--- src/rtl/vga_pkg.sv ---
// 1024x768@60 timing constants plus the types shared by the sync tracker.
package vga_pkg;

   localparam int HL_BLANK_START = 1024;
   localparam int HL_SYNC_START  = 1048;
   localparam int HL_SYNC_END    = 1184;
   localparam int HL_TOTAL_TIME  = 1344;

   localparam int VL_BLANK_START = 768;
   localparam int VL_SYNC_START  = 771;
   localparam int VL_SYNC_END    = 777;
   localparam int VL_TOTAL_TIME  = 806;

   localparam int CNT_W = 11;

   // bit positions inside the predictor mismatch vector
   localparam int MM_HS = 0;
   localparam int MM_HB = 1;
   localparam int MM_VS = 2;
   localparam int MM_VB = 3;

   typedef enum logic [1:0] {
      HUNT    = 2'd0,
      H_ALIGN = 2'd1,
      V_ALIGN = 2'd2,
      LOCKED  = 2'd3
   } tracker_state_t;

endpackage

--- src/rtl/vga_pos_predictor.sv ---
// Predicts the position of the current sample from free-running h/v counters
// (with sync-edge reloads) and flags inputs that disagree with that position.
module vga_pos_predictor
   import vga_pkg::*;
#(
   parameter int H_BLANK_START = HL_BLANK_START,
   parameter int H_SYNC_START  = HL_SYNC_START,
   parameter int H_SYNC_END    = HL_SYNC_END,
   parameter int H_TOTAL       = HL_TOTAL_TIME,
   parameter int V_BLANK_START = VL_BLANK_START,
   parameter int V_SYNC_START  = VL_SYNC_START,
   parameter int V_SYNC_END    = VL_SYNC_END,
   parameter int V_TOTAL       = VL_TOTAL_TIME
) (
   input  logic             clk,
   input  logic             rst,
   input  logic             h_reload,
   input  logic             v_reload,
   input  logic             hsync_in,
   input  logic             vsync_in,
   input  logic             hblnk_in,
   input  logic             vblnk_in,
   output logic [CNT_W-1:0] pos_h,
   output logic [CNT_W-1:0] pos_v,
   output logic [3:0]       mismatch
);

   localparam logic [CNT_W-1:0] H_BS   = CNT_W'(H_BLANK_START);
   localparam logic [CNT_W-1:0] H_SS   = CNT_W'(H_SYNC_START);
   localparam logic [CNT_W-1:0] H_SE   = CNT_W'(H_SYNC_END);
   localparam logic [CNT_W-1:0] H_LAST = CNT_W'(H_TOTAL - 1);
   localparam logic [CNT_W-1:0] V_BS   = CNT_W'(V_BLANK_START);
   localparam logic [CNT_W-1:0] V_SS   = CNT_W'(V_SYNC_START);
   localparam logic [CNT_W-1:0] V_SE   = CNT_W'(V_SYNC_END);
   localparam logic [CNT_W-1:0] V_LAST = CNT_W'(V_TOTAL - 1);

   logic [CNT_W-1:0] h_cnt_q, h_cnt_d;
   logic [CNT_W-1:0] v_cnt_q, v_cnt_d;
   logic             exp_hs, exp_hb, exp_vs, exp_vb;

   always_comb begin
      pos_h   = h_reload ? H_SS : h_cnt_q;
      pos_v   = v_reload ? V_SS : v_cnt_q;
      h_cnt_d = (pos_h == H_LAST) ? '0 : pos_h + CNT_W'(1);
      v_cnt_d = pos_v;
      if (pos_h == H_LAST) begin
         v_cnt_d = (pos_v == V_LAST) ? '0 : pos_v + CNT_W'(1);
      end

      // half-open ranges; blanking runs to the end of the line/frame
      exp_hs = (pos_h >= H_SS) && (pos_h < H_SE);
      exp_hb = (pos_h >= H_BS) && (pos_h <= H_LAST);
      exp_vs = (pos_v >= V_SS) && (pos_v < V_SE);
      exp_vb = (pos_v >= V_BS) && (pos_v <= V_LAST);

      mismatch        = '0;
      mismatch[MM_HS] = hsync_in ^ exp_hs;
      mismatch[MM_HB] = hblnk_in ^ exp_hb;
      mismatch[MM_VS] = vsync_in ^ exp_vs;
      mismatch[MM_VB] = vblnk_in ^ exp_vb;
   end

   always_ff @(posedge clk) begin
      if (rst) begin
         h_cnt_q <= '0;
         v_cnt_q <= '0;
      end else begin
         h_cnt_q <= h_cnt_d;
         v_cnt_q <= v_cnt_d;
      end
   end

endmodule

--- src/rtl/vga_sync_tracker.sv ---
// Rebuilds hcount/vcount from a sync/blank stream, declares lock after clean
// frames and counts timing errors once aligned.
//
// state   | meaning
// HUNT    | waiting for an hsync rising edge
// H_ALIGN | horizontal phase known, checking h, waiting for vsync edge
// V_ALIGN | fully aligned, counting clean vsync edges toward lock
// LOCKED  | stream trusted; any mismatch is an error and drops lock
module vga_sync_tracker
   import vga_pkg::*;
#(
   parameter int LOCK_FRAMES   = 2,
   parameter int ERR_W         = 8,
   parameter int H_BLANK_START = HL_BLANK_START,
   parameter int H_SYNC_START  = HL_SYNC_START,
   parameter int H_SYNC_END    = HL_SYNC_END,
   parameter int H_TOTAL       = HL_TOTAL_TIME,
   parameter int V_BLANK_START = VL_BLANK_START,
   parameter int V_SYNC_START  = VL_SYNC_START,
   parameter int V_SYNC_END    = VL_SYNC_END,
   parameter int V_TOTAL       = VL_TOTAL_TIME
) (
   input  logic             clk,
   input  logic             rst,
   input  logic             hsync_in,
   input  logic             vsync_in,
   input  logic             hblnk_in,
   input  logic             vblnk_in,
   output logic [CNT_W-1:0] hcount_out,
   output logic [CNT_W-1:0] vcount_out,
   output logic             h_valid,
   output logic             locked,
   output logic             frame_start,
   output logic             timing_err,
   output logic [ERR_W-1:0] err_cnt
);

   localparam int GF_W = (LOCK_FRAMES < 2) ? 1 : $clog2(LOCK_FRAMES + 1);

   tracker_state_t   state_q, state_d;
   logic [GF_W-1:0]  good_frames_q, good_frames_d, gf_inc;
   logic             hsync_d_q, vsync_d_q;
   logic             hs_rise, vs_rise, h_reload, v_reload;
   logic             mm_h, mm_any, err_now;
   logic [CNT_W-1:0] pos_h, pos_v;
   logic [3:0]       mismatch;

   logic [CNT_W-1:0] hcount_q, vcount_q;
   logic             h_valid_q, h_valid_d;
   logic             locked_q, locked_d;
   logic             frame_start_q, frame_start_d;
   logic             timing_err_q;
   logic [ERR_W-1:0] err_cnt_q, err_cnt_d;

   assign hs_rise  = hsync_in & ~hsync_d_q;
   assign vs_rise  = vsync_in & ~vsync_d_q;
   assign h_reload = hs_rise && ((state_q == HUNT) || (state_q == H_ALIGN));
   assign v_reload = vs_rise && (state_q == H_ALIGN);

   vga_pos_predictor #(
      .H_BLANK_START (H_BLANK_START),
      .H_SYNC_START  (H_SYNC_START),
      .H_SYNC_END    (H_SYNC_END),
      .H_TOTAL       (H_TOTAL),
      .V_BLANK_START (V_BLANK_START),
      .V_SYNC_START  (V_SYNC_START),
      .V_SYNC_END    (V_SYNC_END),
      .V_TOTAL       (V_TOTAL)
   ) u_pred (
      .clk      (clk),
      .rst      (rst),
      .h_reload (h_reload),
      .v_reload (v_reload),
      .hsync_in (hsync_in),
      .vsync_in (vsync_in),
      .hblnk_in (hblnk_in),
      .vblnk_in (vblnk_in),
      .pos_h    (pos_h),
      .pos_v    (pos_v),
      .mismatch (mismatch)
   );

   assign mm_h   = mismatch[MM_HS] | mismatch[MM_HB];
   assign mm_any = |mismatch;
   assign gf_inc = good_frames_q + GF_W'(1);

   always_comb begin
      state_d       = state_q;
      good_frames_d = good_frames_q;
      err_now       = 1'b0;
      case (state_q)
         HUNT: begin
            if (hs_rise) state_d = H_ALIGN;
         end
         H_ALIGN: begin
            if (mm_h) begin
               state_d = HUNT;
            end else if (vs_rise) begin
               state_d       = V_ALIGN;
               good_frames_d = '0;
            end
         end
         V_ALIGN: begin
            // a mismatch wins over a lock-qualifying vsync edge
            if (mm_any) begin
               err_now = 1'b1;
               state_d = HUNT;
            end else if (vs_rise) begin
               good_frames_d = gf_inc;
               if (gf_inc == GF_W'(LOCK_FRAMES)) state_d = LOCKED;
            end
         end
         LOCKED: begin
            if (mm_any) begin
               err_now = 1'b1;
               state_d = HUNT;
            end
         end
         default: state_d = HUNT;
      endcase

      err_cnt_d = err_cnt_q;
      if (err_now && (err_cnt_q != '1)) err_cnt_d = err_cnt_q + ERR_W'(1);

      h_valid_d     = (state_d != HUNT);
      locked_d      = (state_d == LOCKED);
      frame_start_d = (state_d == LOCKED) && (pos_h == '0) && (pos_v == '0);
   end

   always_ff @(posedge clk) begin
      if (rst) begin
         state_q       <= HUNT;
         good_frames_q <= '0;
         // start high so a sync already asserted is not seen as an edge
         hsync_d_q     <= 1'b1;
         vsync_d_q     <= 1'b1;
         hcount_q      <= '0;
         vcount_q      <= '0;
         h_valid_q     <= 1'b0;
         locked_q      <= 1'b0;
         frame_start_q <= 1'b0;
         timing_err_q  <= 1'b0;
         err_cnt_q     <= '0;
      end else begin
         state_q       <= state_d;
         good_frames_q <= good_frames_d;
         hsync_d_q     <= hsync_in;
         vsync_d_q     <= vsync_in;
         hcount_q      <= pos_h;
         vcount_q      <= pos_v;
         h_valid_q     <= h_valid_d;
         locked_q      <= locked_d;
         frame_start_q <= frame_start_d;
         timing_err_q  <= err_now;
         err_cnt_q     <= err_cnt_d;
      end
   end

   assign hcount_out  = hcount_q;
   assign vcount_out  = vcount_q;
   assign h_valid     = h_valid_q;
   assign locked      = locked_q;
   assign frame_start = frame_start_q;
   assign timing_err  = timing_err_q;
   assign err_cnt     = err_cnt_q;

endmodule

--- config.mk ---
export PLATFORM = sky130hd
export DESIGN_NAME = vga_sync_tracker
export DESIGN_NICKNAME = d
export VERILOG_FILES = /design/src/rtl/vga_pkg.sv /design/src/rtl/vga_pos_predictor.sv /design/src/rtl/vga_sync_tracker.sv
export SDC_FILE = /design/constraint.sdc
export NUM_CORES = 1
export LEC_CHECK = 0
export CORE_MARGIN = 2
export CORE_UTILIZATION = 43
export CTS_CLUSTER_SIZE = 40
export DETAILED_ROUTE_END_ITERATION = 10
export GPL_ROUTABILITY_DRIVEN = 0
export GPL_TIMING_DRIVEN = 0
export HOLD_SLACK_MARGIN = 0.12
export PLACE_DENSITY_LB_ADDON = 0.15
export SETUP_SLACK_MARGIN = 0.2
export SLEW_MARGIN = 30
export SYNTH_ARGS = -nofsm -noshare
export SYNTH_HDL_FRONTEND = slang
export SYNTH_SLANG_ARGS = --single-unit
--- constraint.sdc ---
create_clock -name clk -period 3.7 [get_ports clk]
set_input_delay 0.555 -clock clk [delete_from_list [all_inputs] [get_ports clk]]
set_output_delay 0.555 -clock clk [all_outputs]
set_load 0.02 [all_outputs]
==> impl_metrics.ini, run 1 <==
[outcome]
status = complete, but fails checks
violations = design-rule violations

[clocking]
holdBufCountCts = 0
htreeDepth = 3
tritoncts = done
path_clk_slew_ns = 0.06
cts.sinks = 62
root_buffer = clkbuf_8
cts_max_path_buffers = 2
cts-buffers-inserted = 9
clock_latency_ns = 0.33

[final_layout]
num_antenna_cells = 0
final_common_cell = dfxtp_1
final_area_sq_mm = 0.00359
fin_cells = 453
syn2layout_area_growth_pct = 24.7
final_nets = 384
fillers = 583
layout-drive-gt1-share_pct = 13.8
mostFrequentLayoutCells = dfxtp_1 (62), nor2_1 (48), clkdlybuf4s50_1 (36)
final_util_pct = 55.9

[yosys]
syn_inst = 321
syn_nets = 332
ys_seq_area_share_pct = 43.1
synth_flop_cell = dfxtp_1
synth_edf_count = 0
syn_area_sq_mm = 0.00288
ys_types = 58
avgSynthCellArea_sq_um = 8.96
synthArstFlopShare_pct = 0
ys_warn_count = 0
synth-seq-cells = 62

[placed_design]
dpl_cell_area_sq_mm = 0.00335
port_buffers = 38
post-place-cells = 436
dp_hpwl_um = 4510
post-place-ws_ns = -0.243

[worst_hold_path]
hold_class = reg2reg

[critical_path]
cp-start-kind = input port
path_class = in2reg
r2r_start = state_q[1]
critPathMaxFanout = 10
startpoint = hsync_in
cp-end-kind = flop
cp_data_required_time_ns = 3.95
r2r-end = err_cnt[6]
r2r_slack_ns = 0.60
worst-r2r-cell-count = 12
crit_arrival_ns = 3.43
timing.critical_path.to = err_cnt[6]

[sta]
finalCritPeriodShare_pct = 85.8
finalCriticalPeriod_ns = 3.17
slew_headroom_pct = 63.1
fmax_mhz = 315
setup_ws_ns = 0.525
slew_viol_final = 0
rsz0062_at_grt = false
hold_viol = 0
setup_violations = 0
worstMarginPinSlew_ns = 0.551
fin_skew_ns = 0.00576

[global_routing]
grt_pass1_wl_um = 10400
grt_overflow = 0
grt_max_degree = 11
grt_pass1_vias = 2246
antenna_found_initial = 0
grt_usage_pct = 17.9

[route]
avgViaCountPerCell = 5.34
final_antenna_net_count = 0
drc = 5
wl_um = 6280
drtIter0Drc = 59
num_vias = 2420
drt-wirelength-per-cell_um = 13.9
drt_first_pass_iters = 7

[power_and_ir_drop]
powerDensity_mw_per_mm2 = 365
leakagePower_nw = 1.29
irDropWorstVdd_v = 0.000221

[die]
io_pins = 40
die_area_sq_mm = 0.00736
std_cell_rows = 29
die_height_um = 85.8
die_x_um = 85.8
floorplan.initialDensity_pct = 44.8
core_area_sq_mm = 0.00642

[flow_run]
max_cap_violations = 0
[cells by family (layout without fill, tap and decap cells)]
family                     count (synthesis)  count (layout)  share of synthesized area (%)
adders and majority gates                  5               5                           2.17
muxes                                      2               2                          0.913
DFF                                       62              62                           43.1
and+or+nand+nor                          162             162                           31.2
xor gates and xnor gates                  21              21                           6.65
AOI/OAI and AO/OA                         44              44                           10.2
buffers and inverters                     25              80                           5.74
[stage by stage]
step                power [mW]  TNS [ns]  hold slack [ns]
detailed placement       0.792     -1.50            0.472
finish                    1.31         0            0.478
global placement         0.792     -1.47            0.467
CTS                       1.32         0            0.481
floorplan                0.761         0            0.470
global route              1.36         0            0.497
[power by group]
group          internal, mW  leakage, nW  switching (mW)
logic                0.0415        0.700          0.0554
clock network         0.290       0.0914           0.240
registers             0.678        0.502         0.00705
[worst max-delay path, stage by stage]
cell	delay, ns
dlymetal6s2s_1	0.21
or3b_2	0.53
clkbuf_8	0.20
nand2_1	0.12
inv_1	0.07
ha_1	0.25
nor3_4	0.27
a2bb2oi_2	0.20
nand3_1	0.14
nor4_4	0.43
buf_6	0.19
nor3_1	0.06
a211oi_2	0.20
[final cells by class]
| cell class | count | area (sq um) | share of cell area, % |
|---|---|---|---|
| Clock inverter | 1 | 5.00 | 0.139 |
| Tap cell | 77 | 96.3 | 2.68 |
| Multi-Input combinational cell | 234 | 1500 | 41.9 |
| Clock buffer | 13 | 169 | 4.71 |
| Buffer | 15 | 128 | 3.56 |
| Timing Repair Buffer | 41 | 408 | 11.4 |
| Sequential cell | 62 | 1240 | 34.6 |
| Inverter | 10 | 37.5 | 1.05 |
[flip-flops by register name, indices dropped and copies added, names as in the netlist, 2 cells and up]
signal / flops
hcount_out: 11
u_pred.h_cnt_q: 11
u_pred.v_cnt_q: 11
vcount_out: 11
err_cnt: 8
good_frames_q: 2
state_q: 2
[worst min-delay path by stage]
stage	start	end	slack (ns)	cells after the start
2_1_floorplan	u_pred.h_cnt_q[1]	hcount_out[1]	0.47	2
3_3_place_gp	err_cnt[6]	err_cnt[6]	0.47	1
3_5_place_dp	err_cnt[6]	err_cnt[6]	0.47	1
4_1_cts	err_cnt[6]	err_cnt[6]	0.48	1
5_1_grt	err_cnt[6]	err_cnt[6]	0.50	1
6_report	err_cnt[6]	err_cnt[6]	0.48	1
[routing by layer]
layer  GRT usage [%]  routed length [um]  vias to the layer above
li1                -                   -                     1211
met1            22.3                3040                     1140
met2            28.7                2870                       53
met3            4.62                 227                       16
met4            8.95                 144                        0
met5               0                   0                        -
[timing repair]
item / 4_1_cts / 5_1_grt
pin swaps: 0 / 3
endpoints found under the setup margin: 8 / 13
gates resized for setup: 1 / 6
buffers inserted: 0 / 3
[Yosys cell counts, types with 4 or more instances]
| cell | instances | area (sq um) |
|---|---|---|
| a211oi_1 | 4 | 30.0 |
| a21oi_1 | 17 | 85.1 |
| and2_1 | 11 | 68.8 |
| buf_6 | 6 | 67.6 |
| dfxtp_1 | 62 | 1240 |
| ha_1 | 5 | 62.6 |
| inv_1 | 10 | 37.5 |
| nand2_1 | 22 | 82.6 |
| nand2b_1 | 4 | 25.0 |
| nand3_1 | 15 | 75.1 |
| nand4_1 | 7 | 43.8 |
| nor2_1 | 48 | 180 |
| nor2b_1 | 4 | 25.0 |
| nor3_1 | 10 | 50.1 |
| o21ai_0 | 7 | 35.0 |
| or2_2 | 5 | 31.3 |
| or3_1 | 4 | 25.0 |
| xnor2_1 | 11 | 96.3 |
| xor2_1 | 9 | 78.8 |
Note: power is estimated with default switching activity, not from simulation.
==> inputs of run 2 (changes only) <==
--- a/config.mk
+++ b/config.mk
@@ -13,7 +13,7 @@
 export GPL_TIMING_DRIVEN = 0
 export HOLD_SLACK_MARGIN = 0.12
 export PLACE_DENSITY_LB_ADDON = 0.15
-export SETUP_SLACK_MARGIN = 0.2
+export SETUP_SLACK_MARGIN = 0.02
 export SLEW_MARGIN = 30
 export SYNTH_ARGS = -nofsm -noshare
 export SYNTH_HDL_FRONTEND = slang
==> impl_metrics.ini, run 2 (synthesis results as in run 1) <==
[route]
drt_first_pass_iters = 7
wl_met3_um = 219
drc = 5
m1WireLength_um = 3070
wl_met2_um = 2800
wl_um = 6230
topRoutingLayerUsed = met4
final_antenna_net_count = 0
drtIter0Drc = 59
avgViaCountPerCell = 5.30
num_vias = 2385
drt-wirelength-per-cell_um = 13.8

[placed_design]
dpl_cell_area_sq_mm = 0.00335
dp_hpwl_um = 4510
port_buffers = 38

[die]
std_cell_rows = 29
core_area_sq_mm = 0.00642
die_area_sq_mm = 0.00736
io_pins = 40
die_height_um = 85.8
die_x_um = 85.8
floorplan.initialDensity_pct = 44.8

[power_and_ir_drop]
irDropWorstVdd_v = 0.000220
internal-power_mw = 1.01
powerDensity_mw_per_mm2 = 369
leakagePower_nw = 1.26
seq_power_share_pct = 52.3
swShare_pct = 23.1
combPwrFrac_pct = 7.3
clkPwrFrac_pct = 40.5
switchingPower_uw = 302

[critical_path]
critPathMaxFanout = 10
worst-r2r-cell-count = 12
cp_slowest_cell = clkdlybuf4s50_1
crit_arrival_ns = 3.72
path_class = in2reg
cp_cell_sequence = clkdlybuf4s50_1 -> or3b_2 -> clkbuf_8 -> nand2_1 -> inv_1 -> ha_1 -> nor3_4 -> a2bb2oi_2 -> nand3_1 -> nor4_4 -> buf_6 -> nor3_1 -> a211oi_2
crit_buf_inv = 4
r2r_start = state_q[1]
cp_top_family = simple AND/OR/NAND/NOR gates
cp_data_required_time_ns = 3.95
max_stage_delay_ns = 0.58
r2r_slack_ns = 0.68
cp-end-kind = flop
cp-start-kind = input port
r2r-end = err_cnt[6]

[final_layout]
final_common_cell = dfxtp_1
fillers = 589
final_util_pct = 55.3
layout-drive-gt1-share_pct = 12.9
syn2layout_area_growth_pct = 23.3
num_antenna_cells = 0
final_area_sq_mm = 0.00355
mostFrequentLayoutCells = dfxtp_1 (62), nor2_1 (48), clkdlybuf4s50_1 (38)
final_nets = 381

[sta]
fin_skew_ns = 0.00709
setup_violations = 0
rsz0062_at_grt = true
finalCritPeriodShare_pct = 93.6
slew_viol_final = 0
fmax_mhz = 289
finalCriticalPeriod_ns = 3.46
worstMarginPinSlew_ns = 0.552
hold_viol = 0
slew_headroom_pct = 62.7

[worst_hold_path]
min_from = err_cnt[6]
hold_class = reg2reg
hold-path-endpoint = err_cnt[6]
min_path_cells = 1

[clocking]
holdBufCountCts = 0
tritoncts = done
path_clk_slew_ns = 0.06
root_buffer = clkbuf_8
clock_latency_ns = 0.33
cts-buffers-inserted = 9
cts.sinks = 62
htreeDepth = 3
cts_setup_buffers = 0
ctsResizeCount = 0
cts_max_path_buffers = 2

[global_routing]
grt_usage_pct = 17.9
grt_pass1_wl_um = 10400
grt_pass1_vias = 2240
grt_overflow = 0
antenna_found_initial = 0
grt_max_degree = 11

[flow_run]
max_cap_violations = 0

[outcome]
status = complete, but fails checks
violations = design-rule violations
[run 2: power by group through the flow]
stage          registers, mW  logic, mW  clock network (mW)
2_1_floorplan          0.703     0.0573                   0
3_3_place_gp           0.699     0.0926                   0
3_5_place_dp           0.700     0.0928                   0
4_1_cts                0.685     0.0936               0.545
5_1_grt                0.686      0.106               0.570
6_report               0.685     0.0950               0.530
[run 2: final cells by class]
class | count | area [sq um] | share of cell area, %
Multi-Input combinational cell | 234 | 1490 | 42.1
Tap cell | 77 | 96.3 | 2.71
Sequential cell | 62 | 1240 | 35.0
Timing Repair Buffer | 38 | 380 | 10.7
Clock inverter | 1 | 5.00 | 0.141
Inverter | 10 | 37.5 | 1.06
Buffer | 15 | 128 | 3.60
Clock buffer | 13 | 169 | 4.76
[run 2: worst max-delay path by stage]
stage                        start               end  slack [ns]  cells after the start
after floorplan           hsync_in        err_cnt[6]        0.78                     12
after global placement    hsync_in        err_cnt[6]       -0.24                     13
after detailed placement  hsync_in        err_cnt[6]       -0.24                     13
after CTS                 hsync_in        err_cnt[6]        0.10                     13
after global routing      vsync_in  good_frames_q[1]       0.002                     14
final                     hsync_in        err_cnt[6]        0.24                     13
[run 2: per-stage QoR]
stage	worst slack, ns	instances	power, mW	TNS (ns)	hold slack [ns]
finish	0.235	450	1.31	0	0.477
global route	0.00211	450	1.36	0	0.497
detailed placement	-0.243	436	0.792	-1.50	0.472
CTS	0.104	450	1.32	0	0.481
global placement	-0.240	436	0.792	-1.47	0.467
floorplan	0.778	321	0.761	0	0.470
[run 2: metal layers]
metal / GRT usage (%) / vias to the layer above
met5: 0 / -
met4: 8.95 / 0
met3: 4.62 / 16
met2: 28.8 / 46
met1: 22.3 / 1117
li1: - / 1206
